==> src/rtl/pe_pkg.sv <==
// Shared definitions for the processing-element datapath: the partial-sum
// width, the partial-sum buffer state encoding and a ReLU clamp helper.
package pe_pkg;

    localparam int PSUM_W = 32;

    typedef enum logic [1:0] {
        IDLE  = 2'd0,
        ACCUM = 2'd1,
        FLUSH = 2'd2,
        DRAIN = 2'd3
    } psum_buf_state_t;

    // Negative sums (MSB set) clamp to zero; non-negative sums pass unchanged.
    function automatic logic [PSUM_W-1:0] relu_clamp(input logic [PSUM_W-1:0] v);
        logic [PSUM_W-1:0] r;
        if (v[PSUM_W-1] == 1'b1) begin
            r = {PSUM_W{1'b0}};
        end else begin
            r = v;
        end
        return r;
    endfunction

endpackage

==> src/rtl/psum_mem.sv <==
// DEPTH x PSUM_W partial-sum register file: one combinational read port,
// one synchronous write port. Contents are intentionally not reset.
module psum_mem
    import pe_pkg::*;
#(
    parameter int DEPTH  = 16,
    parameter int ADDR_W = $clog2(DEPTH)
) (
    input  logic              clk,
    input  logic              wr_en,
    input  logic [ADDR_W-1:0] wr_addr,
    input  logic [PSUM_W-1:0] wr_data,
    input  logic [ADDR_W-1:0] rd_addr,
    output logic [PSUM_W-1:0] rd_data
);

    logic [PSUM_W-1:0] mem_q [DEPTH];

    // Synchronous write of one entry per enabled cycle.
    always_ff @(posedge clk) begin
        if (wr_en) begin
            mem_q[wr_addr] <= wr_data;
        end
    end

    assign rd_data = mem_q[rd_addr];

endmodule

==> src/rtl/psum_buffer.sv <==
// Partial-sum buffer for one weight-stationary INT8 MAC column.
// Feeds stored sums to the MAC during a pass, writes back the MAC's
// registered result one cycle later, and drains the final sums over a
// valid/ready stream.
// Optional feature: define PSUM_BUF_RELU_EN to clamp negative drained
// values to zero (stored contents are left untouched).
module psum_buffer
    import pe_pkg::*;
#(
    parameter int DEPTH  = 16,
    parameter int ADDR_W = $clog2(DEPTH)
) (
    input  logic              clk,
    input  logic              rst,
    input  logic              start,
    input  logic              first_pass,
    input  logic              last_pass,
    input  logic              acc_valid,
    output logic [PSUM_W-1:0] mac_psum_in,
    input  logic [PSUM_W-1:0] mac_psum_out,
    output logic              drain_valid,
    input  logic              drain_ready,
    output logic [PSUM_W-1:0] drain_data,
    output logic              drain_last,
    output logic              busy,
    output logic              done
);

    localparam logic [ADDR_W-1:0] LAST_ADDR = ADDR_W'(DEPTH - 1);

    psum_buf_state_t   state_q, state_d;
    logic [ADDR_W-1:0] rd_addr_q, rd_addr_d;
    logic [ADDR_W-1:0] drain_addr_q, drain_addr_d;
    logic [ADDR_W-1:0] wr_addr_q, wr_addr_d;
    logic              wr_en_q, wr_en_d;
    logic              first_q, first_d;
    logic              last_q, last_d;
    logic              done_q, done_d;

    logic [ADDR_W-1:0] mem_rd_addr_s;
    logic [PSUM_W-1:0] mem_rd_data_s;
    logic              mem_wr_en_s;

    // A write-back pending in a reset cycle is dropped.
    assign mem_wr_en_s = wr_en_q & ~rst;

    psum_mem #(
        .DEPTH  (DEPTH),
        .ADDR_W (ADDR_W)
    ) u_mem (
        .clk     (clk),
        .wr_en   (mem_wr_en_s),
        .wr_addr (wr_addr_q),
        .wr_data (mac_psum_out),
        .rd_addr (mem_rd_addr_s),
        .rd_data (mem_rd_data_s)
    );

    // Next-state logic: pass sequencing, address counters and write-back capture.
    always_comb begin
        state_d      = state_q;
        rd_addr_d    = rd_addr_q;
        drain_addr_d = drain_addr_q;
        wr_addr_d    = wr_addr_q;
        wr_en_d      = 1'b0;
        first_d      = first_q;
        last_d       = last_q;
        done_d       = 1'b0;
        case (state_q)
            IDLE: begin
                if (start) begin
                    first_d   = first_pass;
                    last_d    = last_pass;
                    rd_addr_d = {ADDR_W{1'b0}};
                    state_d   = ACCUM;
                end else begin
                    state_d   = IDLE;
                end
            end
            ACCUM: begin
                if (acc_valid) begin
                    wr_en_d   = 1'b1;
                    wr_addr_d = rd_addr_q;
                    if (rd_addr_q == LAST_ADDR) begin
                        rd_addr_d = {ADDR_W{1'b0}};
                        state_d   = FLUSH;
                    end else begin
                        rd_addr_d = rd_addr_q + ADDR_W'(1);
                        state_d   = ACCUM;
                    end
                end else begin
                    state_d = ACCUM;
                end
            end
            FLUSH: begin
                if (last_q) begin
                    drain_addr_d = {ADDR_W{1'b0}};
                    state_d      = DRAIN;
                end else begin
                    done_d  = 1'b1;
                    state_d = IDLE;
                end
            end
            DRAIN: begin
                if (drain_ready) begin
                    if (drain_addr_q == LAST_ADDR) begin
                        drain_addr_d = {ADDR_W{1'b0}};
                        done_d       = 1'b1;
                        state_d      = IDLE;
                    end else begin
                        drain_addr_d = drain_addr_q + ADDR_W'(1);
                        state_d      = DRAIN;
                    end
                end else begin
                    state_d = DRAIN;
                end
            end
            default: begin
                state_d = IDLE;
            end
        endcase
    end

    // Output decode: read-port steering and state-qualified outputs.
    always_comb begin
        mem_rd_addr_s = rd_addr_q;
        mac_psum_in   = {PSUM_W{1'b0}};
        drain_valid   = 1'b0;
        drain_data    = {PSUM_W{1'b0}};
        drain_last    = 1'b0;
        if (state_q == DRAIN) begin
            mem_rd_addr_s = drain_addr_q;
            drain_valid   = 1'b1;
`ifdef PSUM_BUF_RELU_EN
            drain_data    = relu_clamp(mem_rd_data_s);
`else
            drain_data    = mem_rd_data_s;
`endif
            drain_last    = (drain_addr_q == LAST_ADDR);
        end else if ((state_q == ACCUM) && !first_q) begin
            mac_psum_in   = mem_rd_data_s;
        end else begin
            mac_psum_in   = {PSUM_W{1'b0}};
        end
        busy = (state_q != IDLE);
        done = done_q;
    end

    // State register with synchronous reset; memory contents are not reset.
    always_ff @(posedge clk) begin
        if (rst) begin
            state_q      <= IDLE;
            rd_addr_q    <= {ADDR_W{1'b0}};
            drain_addr_q <= {ADDR_W{1'b0}};
            wr_addr_q    <= {ADDR_W{1'b0}};
            wr_en_q      <= 1'b0;
            first_q      <= 1'b0;
            last_q       <= 1'b0;
            done_q       <= 1'b0;
        end else begin
            state_q      <= state_d;
            rd_addr_q    <= rd_addr_d;
            drain_addr_q <= drain_addr_d;
            wr_addr_q    <= wr_addr_d;
            wr_en_q      <= wr_en_d;
            first_q      <= first_d;
            last_q       <= last_d;
            done_q       <= done_d;
        end
    end

endmodule

==> config.mk <==
export PLATFORM = sky130hd
export DESIGN_NAME = psum_buffer
export DESIGN_NICKNAME = d
export VERILOG_FILES = /design/src/rtl/pe_pkg.sv /design/src/rtl/psum_mem.sv /design/src/rtl/psum_buffer.sv
export SDC_FILE = /design/constraint.sdc
export NUM_CORES = 1
export LEC_CHECK = 0
export CAP_MARGIN = 30
export CORE_MARGIN = 1.5
export CORE_UTILIZATION = 50
export DETAILED_ROUTE_END_ITERATION = 12
export PLACE_DENSITY = 0.74
export REMOVE_ABC_BUFFERS = 1
export SYNTH_ARGS = -nofsm -noshare
export SYNTH_HDL_FRONTEND = slang
export SYNTH_HIERARCHICAL = 1
export SYNTH_SLANG_ARGS = --single-unit
==> constraint.sdc <==
create_clock -name clk -period 5.8 [get_ports clk]
set_input_delay 1.16 -clock clk [delete_from_list [all_inputs] [get_ports clk]]
set_output_delay 1.16 -clock clk [all_outputs]
set_load 0.05 [all_outputs]
# After elaboration in Yosys (flattened, before gate mapping)
# Memory sizes are Yosys's and may differ from the RTL's.
# Cells that the tools add are included.
dict set report classes {
  reduce_logical 11
  muxes 28
  n_addsub 2
  eq_ne 9
  bitwise_logic 3
}
# cell n
set op_table {}
lappend op_table {{$mux 32} 3}
lappend op_table {{$mux 4} 7}
lappend op_table {{$pmux 4 s2} 2}
lappend op_table {{$mux 2} 5}
lappend op_table {{$mux 1} 9}
lappend op_table {{$add 4x1->4 const B} 2}
lappend op_table {{$eq 4x4->1 const B} 2}
lappend op_table {{$ne 2x2->1 const B} 4}
lappend op_table {{$pmux 2 s4} 1}
lappend op_table {{$reduce_and 3->1} 2}
lappend op_table {{$reduce_bool 2->1} 3}
lappend op_table {{$eq 2x2->1 const B} 2}
lappend op_table {{$reduce_and 2->1} 2}
lappend op_table {{$eq 2x1->1 const B} 1}
lappend op_table {{$logic_not 2->1} 1}
lappend op_table {{$not 1->1} 2}
lappend op_table {{$pmux 1 s2} 1}
lappend op_table {{$reduce_or 2->1} 1}
lappend op_table {{$and 1x1->1} 1}
lappend op_table {{$logic_and 1x1->1} 1}
lappend op_table {{$logic_not 1->1} 1}
dict set report word_totals {
  in_bits 39
  n_memories 1
  elab_cells 62
  out_inout_bits 68
  register_bits 18
  ramBits 512
}
# name depth word_bits rd rd_ports_with_merged_regs wr line
set mem_list {}
lappend mem_list {u_mem.mem_q 16 32 1 0 1 psum_mem.sv:17} ;# logic [PSUM_W-1:0] mem_q [DEPTH];

# Longest topological paths before layout
# An unclocked memory read counts as a cell.
dict set report logic_depth {
  depth_word 5
  mapped_depth 10
  mapped_depth_nobuf 7
}

# Cells and area by module
# Netlist, hierarchy kept.
# mod cells_each seq_area_each_um2 area_each_um2 instances
set by_module_without_submodules {}
lappend by_module_without_submodules {psum_mem 806 15374.7 19194.7 1}
lappend by_module_without_submodules {psum_buffer 175 360.3 1358.8 1}

# Least setup slack after synthesis
# OpenSTA, ideal clock, no wires.
dict set report synth_timing {
  kind {input to register}
  startpoint {in rst}
  endpoint {mem u_mem.mem_q[0][0], enable pin}
  path_slack_ns 1.083
  arrival_time_ns 4.256
  cell_stages 4
  cell_sequence {clkbuf_1 > nor2b_1 > or3b_2 > nor3_1}
}
dict set report synth_via {
  elab_chain_cells 4
}
# element line
set synth_rtl {}
lappend synth_rtl {{start: declaration} psum_buffer.sv:14} ;# input logic rst,
lappend synth_rtl {{$not 1->1} psum_buffer.sv:45} ;# assign mem_wr_en_s = wr_en_q & ~rst;
lappend synth_rtl {{$and 1x1->1} psum_buffer.sv:45}
lappend synth_rtl {{named net mem_wr_en_s} psum_buffer.sv:42} ;# logic mem_wr_en_s;
lappend synth_rtl {{$mux 1} psum_mem.sv:21} ;# if (wr_en) begin
lappend synth_rtl {{$mux 1 (not written as such)} psum_mem.sv:22} ;# mem_q[wr_addr] <= wr_data;
lappend synth_rtl {{end: declaration} psum_mem.sv:17}
# The timed path passes the listed nets, and every way through them passes these cells.

# Worst setup path in the final report
dict set report layout_timing {
  startpoint {reg state_q[0]}
  endpoint {out drain_data[20]}
}
dict set report layout_via {
  elab_chain_cells 4
}
# element line
set layout_rtl {}
lappend layout_rtl {{start: declaration} psum_buffer.sv:31} ;# psum_buf_state_t state_q, state_d;
lappend layout_rtl {{start signal: assignment} psum_buffer.sv:161} ;# state_q <= state_d;
lappend layout_rtl {{$eq 2x2->1} psum_buffer.sv:131} ;# if (state_q == DRAIN) begin
lappend layout_rtl {{$mux 4} psum_buffer.sv:131}
lappend layout_rtl {{named net mem_rd_addr_s[1]} psum_buffer.sv:40} ;# logic [ADDR_W-1:0] mem_rd_addr_s;
lappend layout_rtl {{$mem_v2 16x32} --}
lappend layout_rtl {{named net mem_rd_data_s[20]} psum_buffer.sv:41} ;# logic [PSUM_W-1:0] mem_rd_data_s;
lappend layout_rtl {{$mux 32} psum_buffer.sv:131}
lappend layout_rtl {{end: declaration} psum_buffer.sv:23} ;# output logic [PSUM_W-1:0] drain_data,
# The timed path passes the listed nets, and every way through them passes these cells.

==> qor.txt <==
Worst-path clk slew: 0.06 ns
reg2reg path depth: 4
height of the die: 205.8 um
number of flops mapped to enable cells by yosys: 512
normalized max-slew margin: 29.64%
layout cells sized above 1: 23.19%
Max H-tree Level: 2
hold bufs inserted after CTS: 0
HP Class: flop to flop
Routed Antenna Nets: 0
switching power: 1.575 mW
post-CTS resize count: 0
filler cell count: 2,866
Clk network pwr share: 42.4%
final setup fails: 0
Area Growth Syn to Fin: 17.77%
worst reg2reg path endpoint: u_mem/mem_q[3][16]
largest cells by area after synthesis: edfxtp_1 (75%), mux4_2 (14%), a22oi_1 (2.3%)
largest net degree at the start of global routing: 49
Critical Path RT: 4.64 ns
GR Overflow Total: 0
syn avg cell area: 20.95 um2
Crit Path Class: flop to output pin
Worst-Margin Slew: 1.053 ns
Non-Filler Instances: 1,693
crit path cell chain: nand2_1 -> inv_2 -> mux2_4 -> buf_12 -> mux4_2 -> a22oi_1 -> nand2_1 -> and3_1 -> clkdlybuf4s50_1
ys flop type: edfxtp_1
sw frac: 20.10%
Pleak: 7.610 nW
asr flop ratio synth: 0%
initial antenna violation count: 0
Syn Std Cell Area: 20,550 um2
vias in the first global route: 10.42k
Power per Cell Area: 323.7 nW/um2
gpl congestion: 0.7256
utilization after layout: 59.42%
area taken by multi-input logic gates: 4687 um2
clock buffer depth: 3
Max rail drop VDD: 247.7 uV
status: complete, no violations
cell seen most often among critical-path stages: nand2_1
clock latency on the worst-skew pair: 0.59 ns
post-synth top area share: 74.80%
flops & latches, synth: 530
crit-path max FO: 45
Rows: 74
I/O Buffers: 106
skew final: 0.01832 ns
vias: 10.18k
r2r setup slk: 3.19 ns
sequential area share after synthesis: 76.56%
Worst setup SP type: flop
final worst slack: 0.7439 ns
first-pass GRT wire length: 66,530 um
crit path DAT: 3.90 ns
dpl ws: 1.317 ns
TritonCTS buffer count: 53
end of the critical path: drain_data[20]
Comb pwr share: 3.9%
core area: 40,740 um2
Top-Level Pins: 107
met1 GRT Util: 32.17%
Die X-Extent: 205.8 um
register share of total power: 53.6%
clock sink count: 530
Die ar.: 42,330 um2
WL final: 44,660 um
post-CTS setup buffers: 0
drt wl/cell: 26.38 um
final period demand of the worst path: 5.056 ns
Slew Viols, Final: 0
met3 Usage GRT: 3.468%
Worst setup EP type: output pin
worst reg2reg path startpoint: wr_en_q
vias per inst: 6.011
slowest stage cell, crit path: clkdlybuf4s50_1
DRC viols: 0
largest stage delay on the critical path: 0.69 ns
post-synthesis cell type count: 42
worst setup path startpoint: state_q[0]
count of final hold-check violations: 0
area leader, netlist: edfxtp_1
maxcap violations: 0
Post-Syn Instances: 981
placed cells: 1,593
Tot GR Track Use: 21.87%
First-pass DRT Iterations: 5
area post-placement: 22,460 um2
synth warn: 6
Root Buffer: clkbuf_16
TritonCTS clock tree: done
met2 Resource Use GR: 34.61%
Tcrit/Tclk final: 87.17%
grt peak-use layer: met2
Final Cell Area: 24,210 um2
unrepaired setup endpoints after global routing: no
Starting Density: 50.45%
Final nets: 1,159
initial DRC count: 1,026
fmax: 197.8 MHz
Register Area: 15,740 um2
internal power consumption: 6.260 mW
DP Wirelength: 23,750 um
==> logic make-up after synthesis <==
kind of cell | share of synthesized area, %
multiplexers | 14.59
AND/OR/NAND/NOR | 4.474
AO/OA/AOI/OAI | 2.794
adder cells (fa/ha/maj) | 0.1217
buffers and inverters | 1.382
XOR/XNOR | 0.08524
flip-flops | 76.56
==> through the flow <==
stage	power [mW]	hold WS [ns]	setup TNS, ns
floorplan	4.475	0.4528	-183.12
global placement	4.590	0.4740	0
detailed placement	4.597	0.4839	0
CTS	7.889	0.4983	0
global route	8.058	0.5234	0
finish	7.835	0.5006	0
==> cells in the mapped netlist (3+ instances only) <==
master / n
nand4b_1: 3
buf_1: 11
edfxtp_1: 512
nor2b_1: 6
clkbuf_1: 28
dfxtp_1: 18
and2_1: 33
mux4_2: 128
mux2_1: 4
inv_1: 3
and3_1: 33
nand4_1: 3
nor3_1: 6
buf_2: 8
nand2b_1: 3
nor2_1: 23
mux2i_1: 7
a22oi_1: 64
buf_4: 11
a21oi_1: 3
nand3_1: 8
nand3b_1: 4
nand2_1: 37
o21ai_1: 3
==> how the worst min path moves through the flow <==
stage          startpoint      end  cells after the start
5_1_grt           first_q  first_q                      2
6_report          first_q  first_q                      2
3_5_place_dp      first_q  first_q                      2
4_1_cts           first_q  first_q                      2
2_1_floorplan     first_q  first_q                      2
3_3_place_gp      first_q  first_q                      2
==> power by group through the flow <==
stage / clock network [mW] / logic [mW] / registers [mW]
finish: 3.32 / 0.309 / 4.20
global route: 3.52 / 0.333 / 4.20
CTS: 3.37 / 0.315 / 4.20
detailed placement: 0 / 0.313 / 4.28
global placement: 0 / 0.306 / 4.28
floorplan: 0 / 0.188 / 4.29
==> routing by layer <==
| metal | routed length (um) | share of wire, % |
|---|---|---|
| met1 | 19180 | 43 |
| met2 | 21450 | 48 |
| met3 | 3254 | 7.3 |
| met4 | 774 | 1.7 |
| met5 | 0 | 0 |
==> worst max-delay path, delay by kind of cell (launching register included) <==
family	cells	cell delay (ns)
DFF	1	0.32
and+or+nand+nor	3	0.48
AOI/OAI and AO/OA	1	0.25
buffers and inverters	3	1.16
muxes	2	1.03
==> final cells by class <==
| class | count | share of cell area [%] |
|---|---|---|
| clock inverters | 30 | 1.065 |
| well taps | 532 | 2.750 |
| clock buffers | 67 | 5.955 |
| inverters | 4 | 0.06203 |
| flip-flops and latches | 530 | 65.02 |
| multi-input cells | 389 | 19.36 |
| diodes | 1 | 0.01034 |
| repair buffers | 140 | 5.779 |
==> registers in the layout (all words and copies together), names as in the netlist <==
register / cells
done: 1
drain_addr_q: 4
first_q: 1
last_q: 1
rd_addr_q: 4
state_q: 2
u_mem/mem_q: 512
wr_addr_q: 4
wr_en_q: 1
==> cell usage in the layout, fill, tap and decap left out, types with 3 or more instances in the layout <==
cell type	n
a21oi_1	3
a22oi_1	64
and2_1	32
and3_1	33
buf_12	5
buf_4	28
bufinv_16	4
clkbuf_1	10
clkbuf_16	55
clkdlybuf4s50_1	106
clkinv_1	9
clkinv_2	11
clkinvlp_4	3
dfxtp_1	16
edfxtp_1	512
inv_1	3
mux2i_1	7
mux4_2	128
nand2_1	37
nand2b_1	3
nand3_1	8
nand3b_1	4
nand4_1	3
nand4b_1	3
nor2_1	10
nor2_4	13
nor2b_1	4
nor3_2	4
o21ai_1	3
Power figures use the tool's default switching activity.
